--- config.mk ---
export PLATFORM = sky130hd
export DESIGN_NAME = lsq_mshr_q_flat
export DESIGN_NICKNAME = d
export VERILOG_FILES = /design/src/rtl/lsq_mshr_q_if.sv /design/src/rtl/lsq_mshr_q.sv /design/src/flat_wrapper.sv
export SDC_FILE = /design/constraint.sdc
export NUM_CORES = 1
export LEC_CHECK = 0
export CAP_MARGIN = 20
export CELL_PAD_IN_SITES_DETAIL_PLACEMENT = 0
export CELL_PAD_IN_SITES_GLOBAL_PLACEMENT = 1
export CORE_UTILIZATION = 35
export DETAILED_ROUTE_END_ITERATION = 6
export PLACE_DENSITY = 0.62
export SLEW_MARGIN = 20
export SYNTH_ARGS = -nofsm -noshare
export SYNTH_HDL_FRONTEND = slang
export SYNTH_SLANG_ARGS = --single-unit
--- constraint.sdc ---
create_clock -name clk -period 19.5 [get_ports clk]
set_input_delay 1.95 -clock clk [delete_from_list [all_inputs] [get_ports clk]]
set_output_delay 1.95 -clock clk [all_outputs]
set_load 0.05 [all_outputs]
--- src/rtl/lsq_mshr_q_if.sv ---
// Bus bundle for the load/store MSHR queue.
// The master side is the cache pipeline and consumer. It enqueues entries,
// broadcasts MSHR completions and accepts the head entry.
// The slave side is the queue itself.
interface lsq_mshr_q_if #(
    parameter int OOO_TAG_BITS  = 6,
    parameter int ADDR_WIDTH    = 32,
    parameter int DATA_WIDTH    = 32,
    parameter int OP_BITS       = 3,
    parameter int MSHR_IDX_BITS = 3,
    parameter int CNT_W         = 4
) ();
    logic                     stall;
    logic                     flush;
    logic                     wr;
    logic [OP_BITS-1:0]       operation_in;
    logic [ADDR_WIDTH-1:0]    addr_in;
    logic [DATA_WIDTH-1:0]    data_in;
    logic [OOO_TAG_BITS-1:0]  ooo_tag_in;
    logic                     mshr_wait_in;
    logic [MSHR_IDX_BITS-1:0] mshr_wr_idx;
    logic                     mshr_fin;
    logic [MSHR_IDX_BITS-1:0] mshr_fin_idx;
    logic                     out_ready;
    logic                     valid_out;
    logic [OP_BITS-1:0]       operation_out;
    logic [ADDR_WIDTH-1:0]    addr_out;
    logic [DATA_WIDTH-1:0]    data_out;
    logic [OOO_TAG_BITS-1:0]  ooo_tag_out;
    logic                     lsq_full;
    logic                     lsq_empty;
    logic [CNT_W-1:0]         count;

    modport master (
        output stall, flush, wr, operation_in, addr_in, data_in, ooo_tag_in,
               mshr_wait_in, mshr_wr_idx, mshr_fin, mshr_fin_idx, out_ready,
        input  valid_out, operation_out, addr_out, data_out, ooo_tag_out,
               lsq_full, lsq_empty, count
    );

    modport slave (
        input  stall, flush, wr, operation_in, addr_in, data_in, ooo_tag_in,
               mshr_wait_in, mshr_wr_idx, mshr_fin, mshr_fin_idx, out_ready,
        output valid_out, operation_out, addr_out, data_out, ooo_tag_out,
               lsq_full, lsq_empty, count
    );
endinterface

--- src/rtl/lsq_mshr_q.sv ---
// In-order load/store queue with MSHR wake-up.
// Entries that wait on an MSHR become ready when the matching completion is
// broadcast. The head entry issues only when it is ready, so a waiting head
// blocks every younger entry.
module lsq_mshr_q #(
    parameter int Q_LENGTH      = 8,
    parameter int OOO_TAG_BITS  = 6,
    parameter int ADDR_WIDTH    = 32,
    parameter int DATA_WIDTH    = 32,
    parameter int OP_BITS       = 3,
    parameter int MSHR_IDX_BITS = 3
) (
    input  logic          clk,
    input  logic          rst,
    lsq_mshr_q_if.slave   bus
);
    localparam int PTR_W = $clog2(Q_LENGTH);
    localparam int CNT_W = PTR_W + 1;

    logic [PTR_W-1:0]         head_q, head_d, tail_q, tail_d;
    logic [CNT_W-1:0]         count_q, count_d;
    logic [Q_LENGTH-1:0]      valid_q, valid_d, rdy_q, rdy_d, wake;
    logic [MSHR_IDX_BITS-1:0] midx_q [Q_LENGTH];
    logic [MSHR_IDX_BITS-1:0] midx_d [Q_LENGTH];
    logic [OP_BITS-1:0]       op_q   [Q_LENGTH];
    logic [OP_BITS-1:0]       op_d   [Q_LENGTH];
    logic [ADDR_WIDTH-1:0]    addr_q [Q_LENGTH];
    logic [ADDR_WIDTH-1:0]    addr_d [Q_LENGTH];
    logic [DATA_WIDTH-1:0]    data_q [Q_LENGTH];
    logic [DATA_WIDTH-1:0]    data_d [Q_LENGTH];
    logic [OOO_TAG_BITS-1:0]  tag_q  [Q_LENGTH];
    logic [OOO_TAG_BITS-1:0]  tag_d  [Q_LENGTH];

    logic full, empty, head_valid, head_rdy, issue_ok, enq_fire, deq_fire, enq_rdy;

    assign full       = (count_q == CNT_W'(Q_LENGTH));
    assign empty      = (count_q == '0);
    assign head_valid = valid_q[head_q];
    assign head_rdy   = rdy_q[head_q];
    assign issue_ok   = head_valid && head_rdy;
    assign enq_fire   = bus.wr && !full && !bus.flush;
    assign deq_fire   = issue_ok && bus.out_ready && !bus.stall && !bus.flush;
    // A completion for the same MSHR in the enqueue cycle counts as already done.
    assign enq_rdy    = !bus.mshr_wait_in ||
                        (bus.mshr_fin && (bus.mshr_fin_idx == bus.mshr_wr_idx));

    // Each waiting entry listens to the completion broadcast independently.
    genvar gi;
    generate
        for (gi = 0; gi < Q_LENGTH; gi++) begin : g_wake
            assign wake[gi] = bus.mshr_fin && valid_q[gi] && !rdy_q[gi] &&
                              (midx_q[gi] == bus.mshr_fin_idx);
        end
    endgenerate

    // Next-state: wake, dequeue, enqueue, count. Flush overrides all of them.
    always_comb begin
        head_d  = head_q;
        tail_d  = tail_q;
        count_d = count_q;
        valid_d = valid_q;
        rdy_d   = rdy_q | wake;
        midx_d  = midx_q;
        op_d    = op_q;
        addr_d  = addr_q;
        data_d  = data_q;
        tag_d   = tag_q;

        if (deq_fire) begin
            valid_d[head_q] = 1'b0;
            rdy_d[head_q]   = 1'b0;
            head_d          = head_q + PTR_W'(1);
        end

        // Enqueue only happens when not full, so the tail slot is free.
        // Dequeue frees the head slot, which is a different slot.
        if (enq_fire) begin
            valid_d[tail_q] = 1'b1;
            rdy_d[tail_q]   = enq_rdy;
            midx_d[tail_q]  = bus.mshr_wr_idx;
            op_d[tail_q]    = bus.operation_in;
            addr_d[tail_q]  = bus.addr_in;
            data_d[tail_q]  = bus.data_in;
            tag_d[tail_q]   = bus.ooo_tag_in;
            tail_d          = tail_q + PTR_W'(1);
        end

        case ({enq_fire, deq_fire})
            2'b10:   count_d = count_q + CNT_W'(1);
            2'b01:   count_d = count_q - CNT_W'(1);
            default: count_d = count_q;
        endcase

        if (bus.flush) begin
            valid_d = '0;
            rdy_d   = '0;
            head_d  = '0;
            tail_d  = '0;
            count_d = '0;
        end
    end

    // State registers; reset empties the queue and zeroes the payload.
    always_ff @(posedge clk or posedge rst) begin
        if (rst) begin
            head_q  <= '0;
            tail_q  <= '0;
            count_q <= '0;
            valid_q <= '0;
            rdy_q   <= '0;
            for (int i = 0; i < Q_LENGTH; i++) begin
                midx_q[i] <= '0;
                op_q[i]   <= '0;
                addr_q[i] <= '0;
                data_q[i] <= '0;
                tag_q[i]  <= '0;
            end
        end else begin
            head_q  <= head_d;
            tail_q  <= tail_d;
            count_q <= count_d;
            valid_q <= valid_d;
            rdy_q   <= rdy_d;
            midx_q  <= midx_d;
            op_q    <= op_d;
            addr_q  <= addr_d;
            data_q  <= data_d;
            tag_q   <= tag_d;
        end
    end

    // The head drives the outputs. Payload reads as zero when the head slot is empty.
    assign bus.valid_out     = issue_ok;
    assign bus.operation_out = head_valid ? op_q[head_q]   : '0;
    assign bus.addr_out      = head_valid ? addr_q[head_q] : '0;
    assign bus.data_out      = head_valid ? data_q[head_q] : '0;
    assign bus.ooo_tag_out   = head_valid ? tag_q[head_q]  : '0;
    assign bus.lsq_full      = full;
    assign bus.lsq_empty     = empty;
    assign bus.count         = count_q;
endmodule

--- src/flat_wrapper.sv ---
// flat-port wrapper written by rule: the top's interface ports become plain ports
module lsq_mshr_q_flat 
#(
    parameter int Q_LENGTH      = 8,
    parameter int OOO_TAG_BITS  = 6,
    parameter int ADDR_WIDTH    = 32,
    parameter int DATA_WIDTH    = 32,
    parameter int OP_BITS       = 3,
    parameter int MSHR_IDX_BITS = 3
)
  (clk, rst, bus_stall, bus_flush, bus_wr, bus_operation_in, bus_addr_in, bus_data_in, bus_ooo_tag_in, bus_mshr_wait_in, bus_mshr_wr_idx, bus_mshr_fin, bus_mshr_fin_idx, bus_out_ready, bus_valid_out, bus_operation_out, bus_addr_out, bus_data_out, bus_ooo_tag_out, bus_lsq_full, bus_lsq_empty, bus_count);
  lsq_mshr_q_if #(.OOO_TAG_BITS(OOO_TAG_BITS), .ADDR_WIDTH(ADDR_WIDTH), .DATA_WIDTH(DATA_WIDTH), .OP_BITS(OP_BITS), .MSHR_IDX_BITS(MSHR_IDX_BITS), .CNT_W(4)) bus_i ();
  input  logic clk;
  input  logic rst;
  input wire logic [$bits(bus_i.stall)-1:0] bus_stall;
  input wire logic [$bits(bus_i.flush)-1:0] bus_flush;
  input wire logic [$bits(bus_i.wr)-1:0] bus_wr;
  input wire logic [$bits(bus_i.operation_in)-1:0] bus_operation_in;
  input wire logic [$bits(bus_i.addr_in)-1:0] bus_addr_in;
  input wire logic [$bits(bus_i.data_in)-1:0] bus_data_in;
  input wire logic [$bits(bus_i.ooo_tag_in)-1:0] bus_ooo_tag_in;
  input wire logic [$bits(bus_i.mshr_wait_in)-1:0] bus_mshr_wait_in;
  input wire logic [$bits(bus_i.mshr_wr_idx)-1:0] bus_mshr_wr_idx;
  input wire logic [$bits(bus_i.mshr_fin)-1:0] bus_mshr_fin;
  input wire logic [$bits(bus_i.mshr_fin_idx)-1:0] bus_mshr_fin_idx;
  input wire logic [$bits(bus_i.out_ready)-1:0] bus_out_ready;
  output wire logic [$bits(bus_i.valid_out)-1:0] bus_valid_out;
  output wire logic [$bits(bus_i.operation_out)-1:0] bus_operation_out;
  output wire logic [$bits(bus_i.addr_out)-1:0] bus_addr_out;
  output wire logic [$bits(bus_i.data_out)-1:0] bus_data_out;
  output wire logic [$bits(bus_i.ooo_tag_out)-1:0] bus_ooo_tag_out;
  output wire logic [$bits(bus_i.lsq_full)-1:0] bus_lsq_full;
  output wire logic [$bits(bus_i.lsq_empty)-1:0] bus_lsq_empty;
  output wire logic [$bits(bus_i.count)-1:0] bus_count;
  assign bus_i.stall = bus_stall;
  assign bus_i.flush = bus_flush;
  assign bus_i.wr = bus_wr;
  assign bus_i.operation_in = bus_operation_in;
  assign bus_i.addr_in = bus_addr_in;
  assign bus_i.data_in = bus_data_in;
  assign bus_i.ooo_tag_in = bus_ooo_tag_in;
  assign bus_i.mshr_wait_in = bus_mshr_wait_in;
  assign bus_i.mshr_wr_idx = bus_mshr_wr_idx;
  assign bus_i.mshr_fin = bus_mshr_fin;
  assign bus_i.mshr_fin_idx = bus_mshr_fin_idx;
  assign bus_i.out_ready = bus_out_ready;
  assign bus_valid_out = bus_i.valid_out;
  assign bus_operation_out = bus_i.operation_out;
  assign bus_addr_out = bus_i.addr_out;
  assign bus_data_out = bus_i.data_out;
  assign bus_ooo_tag_out = bus_i.ooo_tag_out;
  assign bus_lsq_full = bus_i.lsq_full;
  assign bus_lsq_empty = bus_i.lsq_empty;
  assign bus_count = bus_i.count;
  lsq_mshr_q #(.Q_LENGTH(Q_LENGTH), .OOO_TAG_BITS(OOO_TAG_BITS), .ADDR_WIDTH(ADDR_WIDTH), .DATA_WIDTH(DATA_WIDTH), .OP_BITS(OP_BITS), .MSHR_IDX_BITS(MSHR_IDX_BITS)) u_core (.clk(clk), .rst(rst), .bus(bus_i));
endmodule
==> results.py <==
metrics = {
    "worst_setup_path": {
        "required_ns": 17.55,
        "reg2reg_from": "u_core.head_q[2]",
        "cp-start-kind": "register",
        "crit_family": "buffers and inverters",
        "cpMaxStageDelayCell": "buf_4",
        "reg2reg_depth": 10,
        "r2r_slack_ns": 14.89,
        "cp_num_buf_inv": 3,
        "reg2reg_to": "u_core.bus.count[3]",
        "crit_fanout": 59,
        "slowest_delay_ns": 0.87,
        "critPathMostFrequentCell": "nor2_1",
        "cp-end-kind": "output pin",
        "crit_type": "register to output pin",
        "arrival_ns": 5.11,
        "cp_cell_sequence": "buf_4, buf_4, and2_2, a22oi_1, nor2_1, nor2_1, nor2_1, clkdlybuf4s50_1",
    },
    "logic_synthesis": {
        "yosysMostFrequentCell": "mux2_2",
        "syn_inst": 2046,
        "synthTopCellsByCount": "mux2_2 (653), dfrtp_1 (634), nor2_1 (144), buf_2 (81)",
        "synth-seq-cells": 634,
        "synthArstFlopShare": 1.00,
        "synth_nets": 2137,
        "syn_avg_cell_area_um2": 14.3,
        "synth.largest_area_cell": "dfrtp_1",
        "netlist_area_um2": 29200,
        "yosys_warnings": 0,
        "synth_ff_type": "dfrtp_1",
        "seq_area_frac_synth": 0.544,
        "synth_cell_types": 58,
        "synth_edf_count": 0,
        "synth_area_leaders": "dfrtp_1 (54%), mux2_2 (25%), mux4_2 (6.1%)",
        "synth_top_area_share": 0.544,
    },
    "detailed_routing": {
        "wl_per_cell_um": 23.2,
        "remaining_drc_errors": 0,
        "postRouteWirelength_um": 76400,
        "drtIter0Drc": 839,
        "vias_per_cell": 5.38,
        "ant_nets": 0,
        "drt_first_pass_iters": 5,
        "vias": 17700,
    },
    "placement": {
        "gp_congestion": 0.746,
        "dp_cells": 3158,
        "io_buffers": 166,
        "placed_area_um2": 31800,
        "dp_hpwl_um": 44000,
    },
    "clocking": {
        "cts_sinks": 634,
        "clock_latency_ns": 0.60,
        "cts_root_buf": "clkbuf_16",
        "htreeDepth": 3,
        "cts_buffers": 73,
        "path_clk_slew_ns": 0.06,
        "cts_hold_buffers": 0,
        "post_cts_buffers": 0,
        "cts-resized-gates": 0,
        "cts_buffer_depth": 3,
        "cts_tree": "built",
    },
    "power": {
        "p_leak_nw": 15.4,
        "irDropWorstVdd_mv": 0.0542,
        "power_frac_seq": 0.450,
        "power_density_nw_per_um2": 105,
        "pwr-share-comb": 0.170,
        "swShare": 0.259,
        "p_sw_mw": 0.935,
        "internal_power_mw": 2.67,
        "clkPwrFrac": 0.379,
    },
    "sta": {
        "max_freq_mhz": 142,
        "tns_ns": 0,
        "rsz0062_at_grt": "no",
        "drv_slew": 0,
        "skew_ns": 0.0206,
        "fin_crit_ns": 7.06,
        "hold_viol": 0,
        "min_period_over_period": 0.362,
        "tightestPinTransition_ns": 1.07,
        "slew_headroom": 0.282,
        "fin_hold_ws_ns": 0.498,
        "setup_viol": 0,
    },
    "floorplanning": {
        "initial_core_util": 0.355,
        "num_rows": 105,
        "dieArea_um2": 84500,
        "die_h_um": 291,
        "ios": 167,
        "design.core.area_um2": 82200,
        "die_w_um": 291,
    },
    "min_path": {
        "hp-class": "register to register",
        "holdPathStages": 1,
        "min-delay-start": "u_core.addr_q[21]",
        "min_to": "u_core.addr_q[21]",
    },
    "global_route": {
        "grt_pass1_wl_um": 120000,
        "overflow": 0,
        "grt_max_degree": 177,
        "antenna_found_initial": 6,
        "grt_pass1_vias": 19300,
        "gr-usage-all-layers": 0.184,
    },
    "finish": {
        "fin_cells": 3287,
        "area_growth_syn_to_layout_pct": 17.4,
        "antenna-diode-count": 0,
        "stdcell_area_um2": 34200,
        "layout-drive-gt1-share": 0.406,
        "num-nets-final": 2256,
    },
    "status": {
        "status": "completed",
    },
    "run": {
        "cap_viol_max_count": 0,
    },
}
-- cell usage in the layout (no fill, tap or decap), types with 5 or more instances in the layout --
cell               n
mux2_2           653
dfrtp_1          631
clkdlybuf4s50_1  166
nor2_1           143
mux2i_1           79
mux4_2            79
clkbuf_16         74
a21oi_1           61
a221oi_1          38
a22oi_1           25
buf_4             23
nand2_1           22
xor2_1            19
clkbuf_1          19
clkbuf_8          18
xnor2_1           14
o21ai_0           11
nor3_1             9
a31oi_1            9
o22ai_1            9
nand3_1            6
clkinv_2           6
nor2b_1            5
inv_1              5
a41o_1             5
bufinv_16          5
-- power by group through the flow --
stage / combinational, mW / clock [mW] / sequential [mW]
floorplan: 0.459 / 0 / 1.62
global placement: 0.607 / 0 / 1.63
detailed placement: 0.622 / 0 / 1.64
CTS: 0.625 / 1.41 / 1.62
global route: 0.670 / 1.46 / 1.65
finish: 0.614 / 1.37 / 1.62
-- layer usage --
metal | GRT usage | wire length (µm) | share of wire
met1 | 0.247 | 34300 | 0.45
met2 | 0.306 | 37600 | 0.49
met3 | 0.0306 | 2820 | 0.037
met4 | 0.0508 | 1690 | 0.022
met5 | 0 | 78 | 0.0010
-- layout make-up --
| cell class | count | area, µm² |
|---|---|---|
| repair buffers | 196 | 1950 |
| well taps | 1070 | 1340 |
| clock buffers | 111 | 2170 |
| clock inverters | 16 | 229 |
| flip-flops and latches | 634 | 15900 |
| multi-input cells | 1254 | 12600 |
| fillers | 7603 | 48000 |
| inverters | 6 | 26.3 |
-- cells by family after synthesis --
kind of cell | after synthesis | share of synthesized area
AND/OR/NAND/NOR | 219 | 0.0330
AO/OA/AOI/OAI | 187 | 0.0459
buffers and inverters | 158 | 0.0251
adder cells (fa/ha/maj) | 4 | 0.00172
XOR/XNOR | 33 | 0.00991
multiplexers | 811 | 0.340
flip-flops | 634 | 0.544
-- sequential cells by signal (all words and copies together) (netlist names) --
name / cells
u_core.valid_q: 8
u_core.tag_q: 48
u_core.head_q: 3
u_core.data_q: 256
u_core.tail_q: 3
u_core.op_q: 24
u_core.midx_q: 24
u_core.rdy_q: 8
u_core.bus.count: 4
u_core.addr_q: 256
-- stage by stage --
stage	setup slack (ns)	utilization	power, mW
2_1_floorplan	8.89	-	2.08
3_3_place_gp	12.97	0.386	2.24
3_5_place_dp	12.98	0.386	2.27
4_1_cts	12.31	0.415	3.66
5_1_grt	12.05	0.416	3.78
6_report	12.44	0.416	3.61
-- worst register-to-register path: cells and delay by family, from the launching register on --
family | cells | cell delay (ns)
flip-flops | 1 | 1.01
AO/OA/AOI/OAI | 3 | 1.03
multiplexers | 2 | 0.61
AND/OR/NAND/NOR | 4 | 1.50
adder cells (fa/ha/maj) | 1 | 0.35
-- how the worst max path moves through the flow --
stage | start | endpoint | slack [ns] | cells after the start
final | u_core.head_q[1] | bus_data_out[7] | 12.44 | 8
after global placement | u_core.head_q[1] | bus_data_out[7] | 12.97 | 8
after global routing | u_core.head_q[1] | bus_data_out[7] | 12.05 | 8
after floorplan | rst | u_core.addr_q[0] | 8.89 | 1
after CTS | u_core.head_q[1] | bus_data_out[7] | 12.31 | 8
after detailed placement | u_core.head_q[1] | bus_data_out[7] | 12.98 | 8
No activity file was read; power rests on OpenSTA's default activity.
